File: config.mk
export PLATFORM = sky130hd
export DESIGN_NAME = mcp3008_reader
export DESIGN_NICKNAME = d
export VERILOG_FILES = /design/src/rtl/adc_pkg.sv /design/src/rtl/sclk_gen.sv /design/src/rtl/mcp3008_reader.sv
export SDC_FILE = /design/constraint.sdc
export NUM_CORES = 1
export LEC_CHECK = 0
export CORE_AREA = 2 2 104 106
export CTS_CLUSTER_DIAMETER = 80
export DETAILED_ROUTE_END_ITERATION = 8
export DIE_AREA = 0 0 106 108
export HOLD_SLACK_MARGIN = 0.12
export PLACE_DENSITY = 0.46
export SETUP_SLACK_MARGIN = 0.2
export SYNTH_ARGS = -nofsm -noshare
export SYNTH_HDL_FRONTEND = slang
export SYNTH_HIERARCHICAL = 1
export SYNTH_SLANG_ARGS = --single-unit
File: constraint.sdc
create_clock -name clk -period 4.2 [get_ports clk]
set_input_delay 1.05 -clock clk [delete_from_list [all_inputs] [get_ports clk]]
set_output_delay 1.05 -clock clk [all_outputs]
set_load 0.02 [all_outputs]
File: src/rtl/adc_pkg.sv
// Shared types and frame constants for the MCP3004/3008 conversion controller.
// Edge numbers count AD_CLK rising edges from 1 within a 17-period frame.
package adc_pkg;

    typedef enum logic [1:0] {
        IDLE,
        SETUP,
        SHIFT,
        HOLD
    } state_t;

    localparam int FRAME_CLKS      = 17;
    localparam int DATA_FIRST_EDGE = 8;
    localparam int ADC_BITS        = 10;
    localparam int CNT_W           = 16;

    // Command bits in transmit order: start, SGL/DIFF, D2, D1, D0.
    function automatic logic [4:0] cmd_word(input logic sgl, input logic [2:0] ch);
        return {1'b1, sgl, ch};
    endfunction

endpackage

File: src/rtl/sclk_gen.sv
// Half-period divider: one strobe every CLK_DIV clk, alternating rise/fall, phase reset by restart.
// Latency: first strobe CLK_DIV-1 clk after restart; counter frozen while en is low.
// Backpressure: none, free-running while enabled.
module sclk_gen #(
    parameter int CLK_DIV = 150
) (
    input  logic clk,
    input  logic rst,
    input  logic en,
    input  logic restart,
    output logic rise_tick,
    output logic fall_tick
);

    localparam int DW = $clog2(CLK_DIV);

    logic [DW-1:0] div_cnt;
    logic          phase;
    logic          tick;

    assign tick      = en && (div_cnt == DW'(CLK_DIV - 1));
    assign rise_tick = tick && !phase;
    assign fall_tick = tick && phase;

    always_ff @(posedge clk or posedge rst) begin
        if (rst) begin
            div_cnt <= '0;
            phase   <= 1'b0;
        end else if (restart) begin
            div_cnt <= '0;
            phase   <= 1'b0;
        end else if (en) begin
            if (tick) begin
                div_cnt <= '0;
                phase   <= ~phase;
            end else begin
                div_cnt <= div_cnt + 1'b1;
            end
        end
    end

endmodule

File: src/rtl/mcp3008_reader.sv
// MCP3004/3008 SPI conversion controller with a one-entry valid/ready output register.
// Latency: sample_valid 33*CLK_DIV+1 clk after SETUP entry; ADC_AVG_EN emits one mean per 4 conversions.
// Backpressure: a result arriving while the register is full and not consumed is dropped and flags overrun.
module mcp3008_reader
    import adc_pkg::*;
#(
    parameter int CLK_DIV         = 150,
    parameter int CS_HIGH_PERIODS = 2
) (
    input  logic                clk,
    input  logic                rst,
    input  logic                start,
    input  logic                continuous,
    input  logic [2:0]          channel,
    input  logic                single_ended,
    output logic [ADC_BITS-1:0] sample,
    output logic [2:0]          sample_channel,
    output logic                sample_valid,
    input  logic                sample_ready,
    output logic                busy,
    output logic                overrun,
    input  logic                overrun_clr,
    output logic                AD_CLK,
    output logic                CS,
    output logic                DIN,
    input  logic                DOUT
);

    // Half-period indices within a frame; index 0 is the SETUP tick (rising edge 1).
    localparam int LAST_RISE  = 2 * (FRAME_CLKS - 1);
    localparam int DATA_START = 2 * (DATA_FIRST_EDGE - 1);
    localparam int SHIFT_END  = 2 * FRAME_CLKS;
    localparam int HOLD_END   = SHIFT_END + 2 * CS_HIGH_PERIODS;

    state_t              state, state_nxt;
    logic [CNT_W-1:0]    half_cnt;
    logic                rise_tick, fall_tick, tick;
    logic                enter_setup;
    logic [2:0]          ch_lat;
    logic                sgl_lat;
    logic [4:0]          cmd;
    logic [1:0]          cmd_idx;
    logic [ADC_BITS-1:0] shreg;
    logic                done_q;
    logic                emit;
    logic [ADC_BITS-1:0] emit_dat;
    logic                consume;

    sclk_gen #(.CLK_DIV(CLK_DIV)) u_sclk (
        .clk       (clk),
        .rst       (rst),
        .en        (state != IDLE),
        .restart   (enter_setup),
        .rise_tick (rise_tick),
        .fall_tick (fall_tick)
    );

    assign tick = rise_tick || fall_tick;

    always_ff @(posedge clk or posedge rst) begin
        if (rst) state <= IDLE;
        else     state <= state_nxt;
    end

    always_comb begin
        state_nxt = state;
        CS        = 1'b1;
        busy      = 1'b0;
        case (state)
            IDLE: begin
                if (start) state_nxt = SETUP;
            end
            SETUP: begin
                CS   = 1'b0;
                busy = 1'b1;
                if (tick) state_nxt = SHIFT;
            end
            SHIFT: begin
                CS   = 1'b0;
                busy = 1'b1;
                if (tick && half_cnt == CNT_W'(SHIFT_END)) state_nxt = HOLD;
            end
            HOLD: begin
                busy = 1'b1;
                if (tick && half_cnt == CNT_W'(HOLD_END))
                    state_nxt = (start && continuous) ? SETUP : IDLE;
            end
            default: state_nxt = IDLE;
        endcase
    end

    assign enter_setup = (state_nxt == SETUP) && (state != SETUP);

    always_ff @(posedge clk or posedge rst) begin
        if (rst) begin
            half_cnt <= '0;
            ch_lat   <= '0;
            sgl_lat  <= 1'b0;
        end else if (enter_setup) begin
            half_cnt <= '0;
            ch_lat   <= channel;
            sgl_lat  <= single_ended;
        end else if (tick) begin
            half_cnt <= half_cnt + 1'b1;
        end
    end

    // Falls happen on odd half indices 1,3,5,7; each presents the next command bit.
    assign cmd     = cmd_word(sgl_lat, ch_lat);
    assign cmd_idx = 2'd3 - half_cnt[2:1];

    always_ff @(posedge clk or posedge rst) begin
        if (rst) begin
            AD_CLK <= 1'b0;
            DIN    <= 1'b0;
        end else begin
            if (rise_tick && (state == SETUP ||
                              (state == SHIFT && half_cnt < CNT_W'(SHIFT_END))))
                AD_CLK <= 1'b1;
            else if (fall_tick)
                AD_CLK <= 1'b0;

            if (enter_setup)
                DIN <= 1'b1;
            else if (fall_tick && state == SHIFT)
                DIN <= (half_cnt < CNT_W'(8)) ? cmd[cmd_idx] : 1'b0;
        end
    end

    always_ff @(posedge clk or posedge rst) begin
        if (rst) begin
            shreg  <= '0;
            done_q <= 1'b0;
        end else begin
            if (rise_tick && state == SHIFT &&
                half_cnt >= CNT_W'(DATA_START) && half_cnt <= CNT_W'(LAST_RISE))
                shreg <= {shreg[ADC_BITS-2:0], DOUT};
            done_q <= rise_tick && state == SHIFT && half_cnt == CNT_W'(LAST_RISE);
        end
    end

`ifdef ADC_AVG_EN
    logic [11:0] acc;
    logic [11:0] acc_sum;
    logic [1:0]  avg_cnt;
    logic [2:0]  prev_ch;

    assign acc_sum  = acc + {2'b00, shreg};
    assign emit     = done_q && (ch_lat == prev_ch) && (avg_cnt == 2'd3);
    assign emit_dat = acc_sum[11:2];

    always_ff @(posedge clk or posedge rst) begin
        if (rst) begin
            acc     <= '0;
            avg_cnt <= '0;
            prev_ch <= '0;
        end else if (done_q) begin
            prev_ch <= ch_lat;
            if (ch_lat != prev_ch) begin
                acc     <= {2'b00, shreg};
                avg_cnt <= 2'd1;
            end else if (avg_cnt == 2'd3) begin
                acc     <= '0;
                avg_cnt <= 2'd0;
            end else begin
                acc     <= acc_sum;
                avg_cnt <= avg_cnt + 1'b1;
            end
        end
    end
`else
    assign emit     = done_q;
    assign emit_dat = shreg;
`endif

    assign consume = sample_valid && sample_ready;

    // A consume in the same cycle frees the register, so the new result is taken, not dropped.
    always_ff @(posedge clk or posedge rst) begin
        if (rst) begin
            sample         <= '0;
            sample_channel <= '0;
            sample_valid   <= 1'b0;
            overrun        <= 1'b0;
        end else begin
            if (emit && (!sample_valid || consume)) begin
                sample         <= emit_dat;
                sample_channel <= ch_lat;
                sample_valid   <= 1'b1;
            end else if (consume) begin
                sample_valid <= 1'b0;
            end
            overrun <= (emit && sample_valid && !consume) || (overrun && !overrun_clr);
        end
    end

endmodule

Yosys cells after proc, flatten, opt, wreduce, memory -nomap -nowiden --
Index checks and enable logic that the tools add are counted.
Storage, ports and cells: output and inout port bits 19, register bits 59
Cells by class: mux-type cells 25, bitwise logic cells 1, add/sub/neg operators 3, reductions and logical operators 38, magnitude comparators 5, equality and inequality tests 9
Operators by type and width (count):
- $eq A16 B6 Y1 const B | 3
- $mux W16 | 2
- $mux W8 | 3
- $logic_and A1 B1 Y1 | 19
- $add A16 B1 Y16 const B | 1
- $ge A16 B4 Y1 const B | 1
- $le A16 B6 Y1 const B | 1
- $lt A16 B4 Y1 const B | 1
- $lt A16 B6 Y1 const B | 1
- $mux W1 | 14
- $reduce_bool A2 Y1 | 7
- $add A8 B1 Y8 const B | 1
- $eq A8 B8 Y1 const B | 1
- $mux W2 | 4
- $pmux W2 S4 | 1
- $eq A2 B1 Y1 const B | 2
- $eq A2 B2 Y1 const B | 2
- $logic_not A1 Y1 | 4
- $logic_or A1 B1 Y1 | 4
- $lt A2 B4 Y1 const B | 1
- $reduce_or A3 Y1 | 1
- $bmux W1 S2 | 1
- $logic_not A2 Y1 | 1
- $ne A2 B1 Y1 const B | 1
- other kinds (4) | 4

Longest topological paths before layout --
depth in word-level cells 11, depth in mapped cells 16, depth with buffers taken out 13

By module --
The synthesis kept the hierarchy.
Modules (own cells, without submodules):
- mcp3008_reader | instances 1, cells an instance 208, area each 2487.4 um^2
- sclk_gen | instances 1, cells an instance 54, area each 524.3 um^2

Worst setup path after synthesis --
No wires, ideal clock.
kind register to register, from reg state[1], to reg u_sclk.div_cnt[5], data arrival time 3.969 ns, cell stages (with the launch flop) 17, required time 4.122 ns, setup time 0.078 ns, buffers on the path 3, path slack 0.153 ns, cells stage by stage dfrtp_1 -> inv_1 -> ha_1 -> inv_1 -> buf_4 -> nand4b_1 -> or3_1 -> inv_1 -> o211ai_1 -> or4_4 -> or3_4 -> a311oi_4 -> buf_6 -> buf_12 -> o2111ai_1 -> or3_1 -> a21oi_1
Between the ends: cells in the longest elaborated chain, start to end 10
Ends and longest elaborated chain:
- start: declaration | RTL line mcp3008_reader.sv:35 | state_t state, state_nxt;
- start signal: assignment | RTL line mcp3008_reader.sv:62 | else state <= state_nxt;
- $reduce_bool A2 Y1 (*) | RTL line mcp3008_reader.sv:52 | .en (state != IDLE),
- $logic_and A1 B1 Y1 (*) | RTL line sclk_gen.sv:21 | assign tick = en && (div_cnt == DW'(CLK_DIV - 1));
- $logic_and A1 B1 Y1 (*) | RTL line sclk_gen.sv:22 | assign rise_tick = tick && !phase;
- via rise_tick | RTL line mcp3008_reader.sv:37 | logic rise_tick, fall_tick, tick;
- $logic_or A1 B1 Y1 (*) | RTL line mcp3008_reader.sv:58 | assign tick = rise_tick || fall_tick;
- $logic_and A1 B1 Y1, on equally long branches | RTL line mcp3008_reader.sv:85, mcp3008_reader.sv:81
- $mux W2, on equally long branches | RTL line mcp3008_reader.sv:85, mcp3008_reader.sv:81
- $pmux W2 S4 (*) | RTL line mcp3008_reader.sv:69 | case (state)
- $eq A2 B1 Y1 (*) | RTL line mcp3008_reader.sv:92 | assign enter_setup = (state_nxt == SETUP) && (state != SETUP);
- $logic_and A1 B1 Y1 (*) | RTL line mcp3008_reader.sv:92
- via enter_setup | RTL line mcp3008_reader.sv:38 | logic enter_setup;
- $mux W8 / $reduce_bool A2 Y1 (equally long branches)
- end signal: assignment | RTL line sclk_gen.sv:37 | div_cnt <= div_cnt + 1'b1;
- end: declaration | RTL line sclk_gen.sv:17 | logic [DW-1:0] div_cnt;
Mark *: on every way through the listed nets, which the timed path passes. The rest lies on a longest branch. The select of a mux whose other input is x is not followed. A chain may end at the register's enable or synchronous reset.

Worst setup path in the final report --
from reg state[0], to reg ch_lat[1]
Between the ends: cells in the longest elaborated chain, start to end 9
Ends and longest elaborated chain:
- $reduce_bool A2 Y1 (*) | RTL line mcp3008_reader.sv:52
- $logic_and A1 B1 Y1 (*) | RTL line sclk_gen.sv:21
- $logic_and A1 B1 Y1 (*) | RTL line sclk_gen.sv:22
- via rise_tick | RTL line mcp3008_reader.sv:37
- $logic_or A1 B1 Y1 (*) | RTL line mcp3008_reader.sv:58
- $logic_and A1 B1 Y1, on equally long branches | RTL line mcp3008_reader.sv:85, mcp3008_reader.sv:81
- $mux W2, on equally long branches | RTL line mcp3008_reader.sv:85, mcp3008_reader.sv:81
- $pmux W2 S4 (*) | RTL line mcp3008_reader.sv:69
- $eq A2 B1 Y1 (*) | RTL line mcp3008_reader.sv:92
- $logic_and A1 B1 Y1 (*) | RTL line mcp3008_reader.sv:92
- end signal: assignment | RTL line mcp3008_reader.sv:101 | ch_lat <= channel;
- end: declaration | RTL line mcp3008_reader.sv:39 | logic [2:0] ch_lat;
Mark *: on every way through the listed nets, which the timed path passes. The rest lies on a longest branch.

==> results_dict.tcl <==
set metrics [dict create \
    status "finished, final reports clean" \
    totalWireLength_um 5885 \
    final_nets 320 \
    clk_pin_slew_worst_paths_ns 0.07 \
    coreArea_sq_mm 0.01023 \
    crit_path_end_kind "flip-flop" \
    holdPathStages 2 \
    ys_seq_area_share_pct 49.02 \
    yosysMostFrequentCell "dfrtp_1" \
    synth_cell_types 49 \
    syn_inst 262 \
    r2r_start "state[0]$_DFF_PP0_" \
    routedWlPerCell_um 13.34 \
    stdcell_area_sq_mm 0.003739 \
    grt_max_degree 34 \
    rr_endpoint "ch_lat[1]$_DFFE_PP0P_" \
    synth_warnings 6 \
    cts_tree "done" \
    fmax_mhz 265.7 \
    grt_antenna_before_repair 0 \
    regToRegSetupSlack_ns 0.44 \
    vias 2024 \
    required_ns 4.42 \
    postSynth.asyncResetShare_pct 100.0 \
    fin_skew_ns 0.01223 \
    grt_use_total_pct 11.42 \
    power_density_mw_per_mm2 342.8 \
    max_slew_margin_pct 59.91 \
    synth.avg_cell_area_sq_um 11.49 \
    tns_ns 0 \
    netlist_area_sq_mm 0.003012 \
    ys.flop_type "dfrtp_1" \
    critPathKind "reg2reg" \
    htreeDepth 3 \
    synth_top_area_cell "dfrtp_1" \
    hold_viol 0 \
    numCtsBuffers 9 \
    max_slew.worst_pin.slew_ns 0.5999 \
    gp_congestion 0.7620 \
    port_buffers 29 \
    cts_hold_buffers 0 \
    synth_edf_count 0 \
    min_delay_worst_endpoint "sample_valid$_DFFE_PP0P_" \
    seqCellArea_sq_mm 0.001478 \
    grt_pass1_vias 2006 \
    min_path_type "reg2reg" \
    ff2ff_path_depth 13 \
    die-area_sq_mm 0.01145 \
    start_util_pct 29.44 \
    fin_crit_ns 3.763 \
    die_width_um 106 \
    synthTopCellsByCount "dfrtp_1, mux2_2, nor2_1" \
    total_leakage_power_uw 0.001636 \
    syn_to_final_growth_pct 24.14 \
    drt_iter0_drc 41 \
    ant_nets 0 \
    dp.final_hpwl_um 4281 \
    clk_latency_ns 0.34 \
    viasPerCell 4.590 \
    fin_util_pct 36.54 \
    grt_pass1_wl_um 10120 \
    n_antenna_cell 0 \
    multi_input_area_sq_mm 0.001435 \
    period_share_pct 89.61 \
    clockRootBuffer "clkbuf_8" \
    fill_cells 998 \
    std_cell_rows 37 \
    ys_ff_latch 59 \
    rsz0062_at_grt "false" \
    critPathLaunchType "flip-flop" \
    placed_area_sq_mm 0.003445 \
    first_pass_iters 4 \
    arrival_ns 3.98 \
    yosys-top-cells-area "dfrtp_1, mux2_2, ha_1" \
    cts.path.max_buffers 2 \
    overflow 0 \
    yosys.area.top_type_share_pct 49.02 \
    drc 0 \
    maxCapViolations 0 \
    pin_count 30 \
    setup_viol 0 \
    stdcell_count 441 \
    ir_worst_vdd_mv 0.1188 \
    cts.sinks 59 \
    holdCritStartpoint "done_q$_DFF_PP0_" \
    layout-drive-gt1-share_pct 24.59 \
    crit_path_start "state[0]$_DFF_PP0_" \
    dp.cells 423 \
    die_height_um 108 \
    finalMaxSlewViolations 0 \
    synth_nets 282 \
    crit_fanout 12 \
]
-- how the worst max path moves through the flow --
| stage | depth (start not counted) | slack, ns | endpoint |
|---|---|---|---|
| global route | 14 | 0.16 | u_sclk/div_cnt[5]$_DFFE_PP0P_ |
| floorplan | 16 | 0.22 | u_sclk/div_cnt[5]$_DFFE_PP0P_ |
| global placement | 13 | 0.33 | u_sclk/div_cnt[0]$_DFFE_PP0P_ |
| CTS | 13 | 0.22 | u_sclk/div_cnt[2]$_DFFE_PP0P_ |
| finish | 13 | 0.44 | ch_lat[1]$_DFFE_PP0P_ |
| detailed placement | 13 | 0.24 | u_sclk/div_cnt[2]$_DFFE_PP0P_ |
-- metrics by stage --
stage | hold WS (ns) | setup WS [ns] | power (uW)
floorplan | 0.4395 | 0.2181 | 594.0
global placement | 0.4533 | 0.3343 | 609.9
detailed placement | 0.4547 | 0.2422 | 609.6
CTS | 0.4705 | 0.2228 | 1303
global route | 0.5067 | 0.1630 | 1332
finish | 0.4674 | 0.4365 | 1282
-- what timing repair did --
action | CTS | global route
resized for setup | 0 | 5
setup buffers | 0 | 2
setup endpoints to repair | 0 | 11
-- sequential cells by signal (all words and copies together), names as in the netlist --
signal	flops
half_cnt	16
emit_dat	10
sample	10
u_sclk/div_cnt	8
ch_lat	3
sample_channel	3
state	2
AD_CLK	1
DIN	1
done_q	1
overrun	1
sample_valid	1
sgl_lat	1
u_sclk/phase	1
-- critical path, stage by stage, from the launching register on --
cell and delay (ns):
dfrtp_1 0.40, inv_1 0.10, ha_1 0.22, inv_2 0.14, nand4b_1 0.20, or3_4 0.39, inv_2 0.11, o211ai_1 0.11
or4_4 0.45, or3_4 0.42, a311oi_4 0.26, buf_4 0.19, buf_4 0.28, mux2_2 0.38
-- cells in the final DEF, fill, tap and decap left out, drive strengths merged, types with 3 or more instances in the layout --
| master | n |
|---|---|
| clkbuf | 9 |
| clkdlybuf4s50 | 29 |
| nor2 | 26 |
| or4 | 3 |
| or2 | 4 |
| dfrtp | 59 |
| ha | 9 |
| nor4 | 3 |
| mux2 | 27 |
| nand2b | 3 |
| o21ai | 8 |
| a31oi | 3 |
| inv | 14 |
| and4 | 3 |
| nand3 | 7 |
| nor3 | 4 |
| bufinv | 4 |
| o211ai | 3 |
| xor2 | 10 |
| a21oi | 8 |
| and3 | 5 |
| or3 | 4 |
| nand2 | 15 |
| nand4 | 5 |
| nor2b | 3 |
| buf | 6 |
| xnor2 | 9 |
-- cells by family (layout without fill, tap and decap cells) --
logic type,count (synthesis),after routing,synth area share [%]
flops,59,59,49.02
buf+inv,22,65,3.656
fa+ha+maj,9,9,3.739
mux,29,29,11.30
simple gates,91,91,19.11
compound gates,33,33,7.645
xor+xnor,19,19,5.526
-- where the power goes --
part           switching [uW]  internal (uW)
registers                1.62            570
logic                    13.5           11.6
clock network             232            453
total                     247           1030
-- per-layer routing --
metal	global-route usage, %	wire length [um]
met3	3.556	197
met1	14.66	2776
met4	4.793	82
met5	0	0
met2	17.93	2829
-- layout make-up --
cell class / instances / area share, %
multi-input cells: 181 / 38.39
flip-flops and latches: 59 / 39.52
clock inverters: 7 / 3.748
clock buffers: 9 / 3.313
inverters: 14 / 1.406
repair buffers: 35 / 9.070
well taps: 136 / 4.552
Note: power is estimated with default switching activity, not from simulation.
